--- src/rtl/l2_flush_fence_ctrl_pkg.sv ---
// Shared constants and types for the L2 flush/fence sequencer.
// Holds fence bit positions, flush mode encodings and the sequencer state enum.
package l2_flush_fence_ctrl_pkg;

  localparam int unsigned FENCE_W       = 2;
  localparam int unsigned FENCE_REL_BIT = 1;
  localparam int unsigned FENCE_ACQ_BIT = 0;

  localparam logic FLUSH_ALL = 1'b0;
  localparam logic FLUSH_ACC = 1'b1;

  typedef logic [FENCE_W-1:0] fence_t;

  typedef enum logic [2:0] {
    IDLE    = 3'd0,
    F_ISSUE = 3'd1,
    F_WAIT  = 3'd2,
    F_DRAIN = 3'd3,
    X_DRAIN = 3'd4,
    X_INVAL = 3'd5,
    DONE    = 3'd6
  } l2_flush_state_t;

  function automatic logic fence_is_release(input fence_t f);
    return f[FENCE_REL_BIT];
  endfunction

  function automatic logic fence_is_acquire(input fence_t f);
    return f[FENCE_ACQ_BIT];
  endfunction

endpackage

--- src/rtl/l2_flush_walker.sv ---
// Set-major / way-minor (set, way) walker over the L2 geometry.
// Saturates on the last element; clr has priority over incr.
module l2_flush_walker #(
  parameter int unsigned SETS  = 512,
  parameter int unsigned WAYS  = 8,
  parameter int unsigned SET_W = $clog2(SETS),
  parameter int unsigned WAY_W = $clog2(WAYS)
) (
  input  logic             clk,
  input  logic             rst,
  input  logic             clr,
  input  logic             incr,
  output logic [SET_W-1:0] set_idx,
  output logic [WAY_W-1:0] way_idx,
  output logic             last
);

  logic way_last;

  assign way_last = (way_idx == WAY_W'(WAYS - 1));
  assign last     = way_last && (set_idx == SET_W'(SETS - 1));

  always_ff @(posedge clk) begin
    if (rst || clr) begin
      set_idx <= '0;
      way_idx <= '0;
    end else if (incr && !last) begin
      if (way_last) begin
        way_idx <= '0;
        set_idx <= set_idx + SET_W'(1);
      end else begin
        way_idx <= way_idx + WAY_W'(1);
      end
    end
  end

endmodule

--- src/rtl/l2_flush_fence_ctrl.sv ---
// Flush/fence sequencer for the Spandex L2: walks every (set, way) issuing one
// flush lookup at a time, and sequences release (MSHR drain) / acquire (L1 inval) fences.
module l2_flush_fence_ctrl
  import l2_flush_fence_ctrl_pkg::*;
#(
  parameter int unsigned SETS       = 512,
  parameter int unsigned WAYS       = 8,
  parameter int unsigned MSHR_CNT_W = 3,
  parameter int unsigned SET_W      = $clog2(SETS),
  parameter int unsigned WAY_W      = $clog2(WAYS)
) (
  input  logic                  clk,
  input  logic                  rst,
  input  logic                  flush_valid,
  input  logic                  flush_mode,
  output logic                  flush_ready,
  input  logic                  fence_valid,
  input  logic [FENCE_W-1:0]    fence_i,
  output logic                  fence_ready,
  input  logic [MSHR_CNT_W-1:0] mshr_cnt,
  output logic                  lookup_valid,
  output logic [SET_W-1:0]      lookup_set,
  output logic [WAY_W-1:0]      lookup_way,
  output logic                  lookup_mode,
  input  logic                  lookup_ready,
  input  logic                  lookup_done,
  input  logic                  lookup_retry,
  output logic                  inval_valid,
  input  logic                  inval_ready,
  output logic                  ongoing_flush,
  output logic                  cpu_req_block,
  output logic                  flush_done,
  output logic                  acc_flush_done,
  output logic                  fence_done
);

  l2_flush_state_t state_q, state_d;
  logic            mode_q;
  logic            op_flush_q;
  logic            acq_q;
  logic            flush_accept;
  logic            fence_accept;
  logic            walk_incr;
  logic            walk_last;
  logic            mshr_empty;

  // Flush wins over a simultaneous fence request.
  assign flush_accept = (state_q == IDLE) && flush_valid;
  assign fence_accept = (state_q == IDLE) && fence_valid && !flush_valid;
  assign mshr_empty   = (mshr_cnt == '0);
  assign lookup_mode  = mode_q;

  l2_flush_walker #(
    .SETS  (SETS),
    .WAYS  (WAYS),
    .SET_W (SET_W),
    .WAY_W (WAY_W)
  ) u_walker (
    .clk     (clk),
    .rst     (rst),
    .clr     (flush_accept),
    .incr    (walk_incr),
    .set_idx (lookup_set),
    .way_idx (lookup_way),
    .last    (walk_last)
  );

  // State and per-operation context registers.
  always_ff @(posedge clk) begin
    if (rst) begin
      state_q    <= IDLE;
      mode_q     <= FLUSH_ALL;
      op_flush_q <= 1'b0;
      acq_q      <= 1'b0;
    end else begin
      state_q <= state_d;
      if (flush_accept) begin
        mode_q     <= flush_mode;
        op_flush_q <= 1'b1;
      end else if (fence_accept) begin
        op_flush_q <= 1'b0;
        acq_q      <= fence_is_acquire(fence_i);
      end
    end
  end

  // Next-state and state-decoded outputs.
  always_comb begin
    state_d        = state_q;
    walk_incr      = 1'b0;
    flush_ready    = 1'b0;
    fence_ready    = 1'b0;
    lookup_valid   = 1'b0;
    inval_valid    = 1'b0;
    ongoing_flush  = 1'b0;
    cpu_req_block  = 1'b1;
    flush_done     = 1'b0;
    acc_flush_done = 1'b0;
    fence_done     = 1'b0;

    unique case (state_q)
      IDLE: begin
        cpu_req_block = 1'b0;
        flush_ready   = 1'b1;
        fence_ready   = !flush_valid;
        if (flush_valid) begin
          state_d = F_ISSUE;
        end else if (fence_valid) begin
          if (fence_is_release(fence_i))      state_d = X_DRAIN;
          else if (fence_is_acquire(fence_i)) state_d = X_INVAL;
          else                                state_d = DONE;
        end
      end
      F_ISSUE: begin
        ongoing_flush = 1'b1;
        lookup_valid  = 1'b1;
        if (lookup_ready) state_d = F_WAIT;
      end
      F_WAIT: begin
        ongoing_flush = 1'b1;
        if (lookup_done) begin
          if (lookup_retry) begin
            state_d = F_ISSUE;
          end else if (walk_last) begin
            state_d = F_DRAIN;
          end else begin
            walk_incr = 1'b1;
            state_d   = F_ISSUE;
          end
        end
      end
      F_DRAIN: begin
        ongoing_flush = 1'b1;
        if (mshr_empty) state_d = DONE;
      end
      X_DRAIN: begin
        if (mshr_empty) state_d = acq_q ? X_INVAL : DONE;
      end
      X_INVAL: begin
        inval_valid = 1'b1;
        if (inval_ready) state_d = DONE;
      end
      DONE: begin
        state_d = IDLE;
        if (!op_flush_q)             fence_done     = 1'b1;
        else if (mode_q == FLUSH_ACC) acc_flush_done = 1'b1;
        else                          flush_done     = 1'b1;
      end
      default: state_d = IDLE;
    endcase
  end

endmodule

--- config.mk ---
export PLATFORM = sky130hd
export DESIGN_NAME = l2_flush_fence_ctrl
export DESIGN_NICKNAME = d
export VERILOG_FILES = /design/src/rtl/l2_flush_fence_ctrl_pkg.sv /design/src/rtl/l2_flush_walker.sv /design/src/rtl/l2_flush_fence_ctrl.sv
export SDC_FILE = /design/constraint.sdc
export NUM_CORES = 1
export LEC_CHECK = 0
export ABC_AREA = 1
export CORE_MARGIN = 5
export CORE_UTILIZATION = 36
export DETAILED_ROUTE_END_ITERATION = 10
export GPL_ROUTABILITY_DRIVEN = 1
export GPL_TIMING_DRIVEN = 0
export PLACE_DENSITY = 0.75
export SETUP_SLACK_MARGIN = 0.3
export SYNTH_ARGS = -nofsm -noshare
export SYNTH_HDL_FRONTEND = slang
export SYNTH_HIERARCHICAL = 1
export SYNTH_SLANG_ARGS = --single-unit
--- constraint.sdc ---
create_clock -name clk -period 3.3 [get_ports clk]
set_input_delay 0.495 -clock clk [delete_from_list [all_inputs] [get_ports clk]]
set_output_delay 0.495 -clock clk [all_outputs]
set_load 0.02 [all_outputs]
==> results.toml <==
[status]
status = "finished, final reports clean"

[place]
dp_hpwl_um = 2025
port_buffers = 35
numPlacedInstances = 255
place_congestion = 0.8130

[drt]
drtAntennaViolNets = 0
first_pass_iters = 4
num_vias = 1142
route.detailed.drc = 0
wl_per_cell_um = 9.655
drt_iter0_drc = 66
routed_via_density = 4.426
finalWirelength_um = 2491

[logic_synthesis]
ys_warn_count = 6
synth_area_leaders = "dfxtp_1, nand2_1, nor2_1, inv_1, nand3_1"
netlist_area_mm2 = 0.001140
async_reset_ff_frac = 0
synth_top_area_frac = 0.3161
syn_nets = 194
yosysSeqAreaShare = 0.3161
synth.most_common_cell = "nand2_1"
synth_top_cell_by_area = "dfxtp_1"
synthTopCellsByCount = "nand2_1, nor2_1, inv_1"
synth_edf_count = 0
dominantRegCellSynth = "dfxtp_1"
synthCells = 176
avgSynthCellArea_um2 = 6.476
ys_types = 25
ys_ff_latch = 18

[cts]
cts_tree = "yes"
clock_latency_ns = 0.28
post_cts_resized = 0
cts_hold_buf = 0
cts_buffer_depth = 2
post_cts_buffers = 0
cts_root_buf = "clkbuf_4"
clkTransAtPathRegs_ns = 0.10
htree_num_levels = 1
cts_sinks = 18
cts_buffers = 3

[power]
p_int_uw = 513.6
power.leakage_nw = 0.6810
power_density_mw_per_mm2 = 597.2
power_frac_comb = 0.586
total_power_uw = 936.2
p_sw_uw = 422.6
p_sw_frac = 0.4514
power.share.clock = 0.111
pwr-share-seq = 0.303
peakVddDrop_v = 0.0002493

[run]
maxCapViolCount = 0

[global_routing]
grt_max_degree = 11
antenna_found_initial = 0
first_global_vias = 973
grt_pass1_wl_um = 4126
grt_usage = 0.1173
grt_overflow = 0

[floorplanning]
die_y_um = 66.27
core_mm2 = 0.003053
ios = 36
start_util = 0.3734
num_rows = 20
die_area_mm2 = 0.004392
die_width_um = 66.27

[sta]
slew_violations = 0
setup_violations = 0
fin_crit_ns = 2.499
tns_ns = 0
whs_ns = 0.4774
tightest_slew_ns = 0.7063
finalHoldViolations = 0
max_freq_ghz = 0.4002
slew_headroom = 0.5248
rsz0062_at_grt = "no"
clock_skew_ns = 0.004200
period_share = 0.7572

[layout]
final_core_util = 0.5135
multi_input_area_um2 = 654.4
fin_nets = 234
regArea_um2 = 360.3
fill_cells = 315
diodes = 0
instances_no_fill = 258
final_layout_size_suffix_gt1_frac = 0.1215
syn_to_final_growth_pct = 37.54

[setup_path]
arrival_ns = 2.69
end_kind = "register"
worstPathRequired_ns = 3.49
path_max_fanout = 8
crit_type = "reg -> reg"
start_kind = "register"

[hold_path]
hold_path.class = "reg -> reg"
[metrics by stage]
stage,worst slack (ns),area [µm²]
3_3_place_gp,0.8377,1545
4_1_cts,0.7946,1568
3_5_place_dp,0.8136,1545
6_report,0.8012,1568
5_1_grt,0.5454,1568
2_1_floorplan,1.035,1140
[kinds of logic after synthesis]
family,Yosys count,synth area share
compound gates,22,0.1043
xor+xnor,1,0.007685
fa+ha+maj,4,0.04391
buf+inv,31,0.1098
flops,18,0.3161
simple gates,100,0.4182
[per-layer routing]
metal / routed length, µm / vias up / global-route usage
met5: 0 / - / 0
met3: 103 / 4 / 0.005102
met4: 47 / 0 / 0.05330
met1: 1227 / 487 / 0.1638
li1: - / 629 / -
met2: 1112 / 22 / 0.1846
[critical path, stage by stage, from the launching register on]
cell     delay (ns)
dfxtp_1        0.36
ha_1           0.22
nand3_1        0.08
nor2_1         0.05
nand2_1        0.07
nor2_1         0.05
ha_1           0.18
nand2_1        0.05
inv_1          0.07
nor4_1         0.63
nand3_4        0.19
nor2_1         0.23
nand2_1        0.07
and3_1         0.16
[flip-flops by register name, summed over array words and instances (netlist names)]
name and flops:
u_walker/way_idx 3, op_flush_q 1, state_q 3, acq_q 1, u_walker/set_idx 9, lookup_mode 1
[area by class of cell]
class	count	area share
clock buffers	3	0.01437
well taps	44	0.03512
repair buffers	35	0.2235
multi-input cells	127	0.4174
flip-flops and latches	18	0.2298
plain buffers	2	0.01038
inverters	29	0.06943
[power groups by stage]
stage / Clock (mW) / Combinational [mW] / Sequential (mW)
after floorplan: 0 / 0.372 / 0.291
after global placement: 0 / 0.550 / 0.290
after detailed placement: 0 / 0.553 / 0.289
after CTS: 0.110 / 0.553 / 0.284
after global routing: 0.121 / 0.609 / 0.289
final: 0.104 / 0.548 / 0.284
[final timing paths]
check                      startpoint             endpoint  slack (ns)  depth (start not counted)
hold reg to reg                 acq_q                acq_q        0.48                          2
setup reg to reg  u_walker/set_idx[0]  u_walker/set_idx[2]        0.80                         13
setup / recovery  u_walker/set_idx[0]  u_walker/set_idx[2]        0.80                         13
hold / removal                  acq_q                acq_q        0.48                          2
[cells in the final DEF, fill, tap and decap left out, drive strengths merged]
cell	count
dfxtp	18
o21bai	1
ha	4
o211ai	1
clkbuf	3
nand3	16
buf	2
and3	1
nand2	44
inv	29
nor3	3
xor2	1
nand4	1
nor2	34
o21ai	8
a21oi	12
clkdlybuf4s50	35
nor4	1
(Power assumes the default switching activity.)
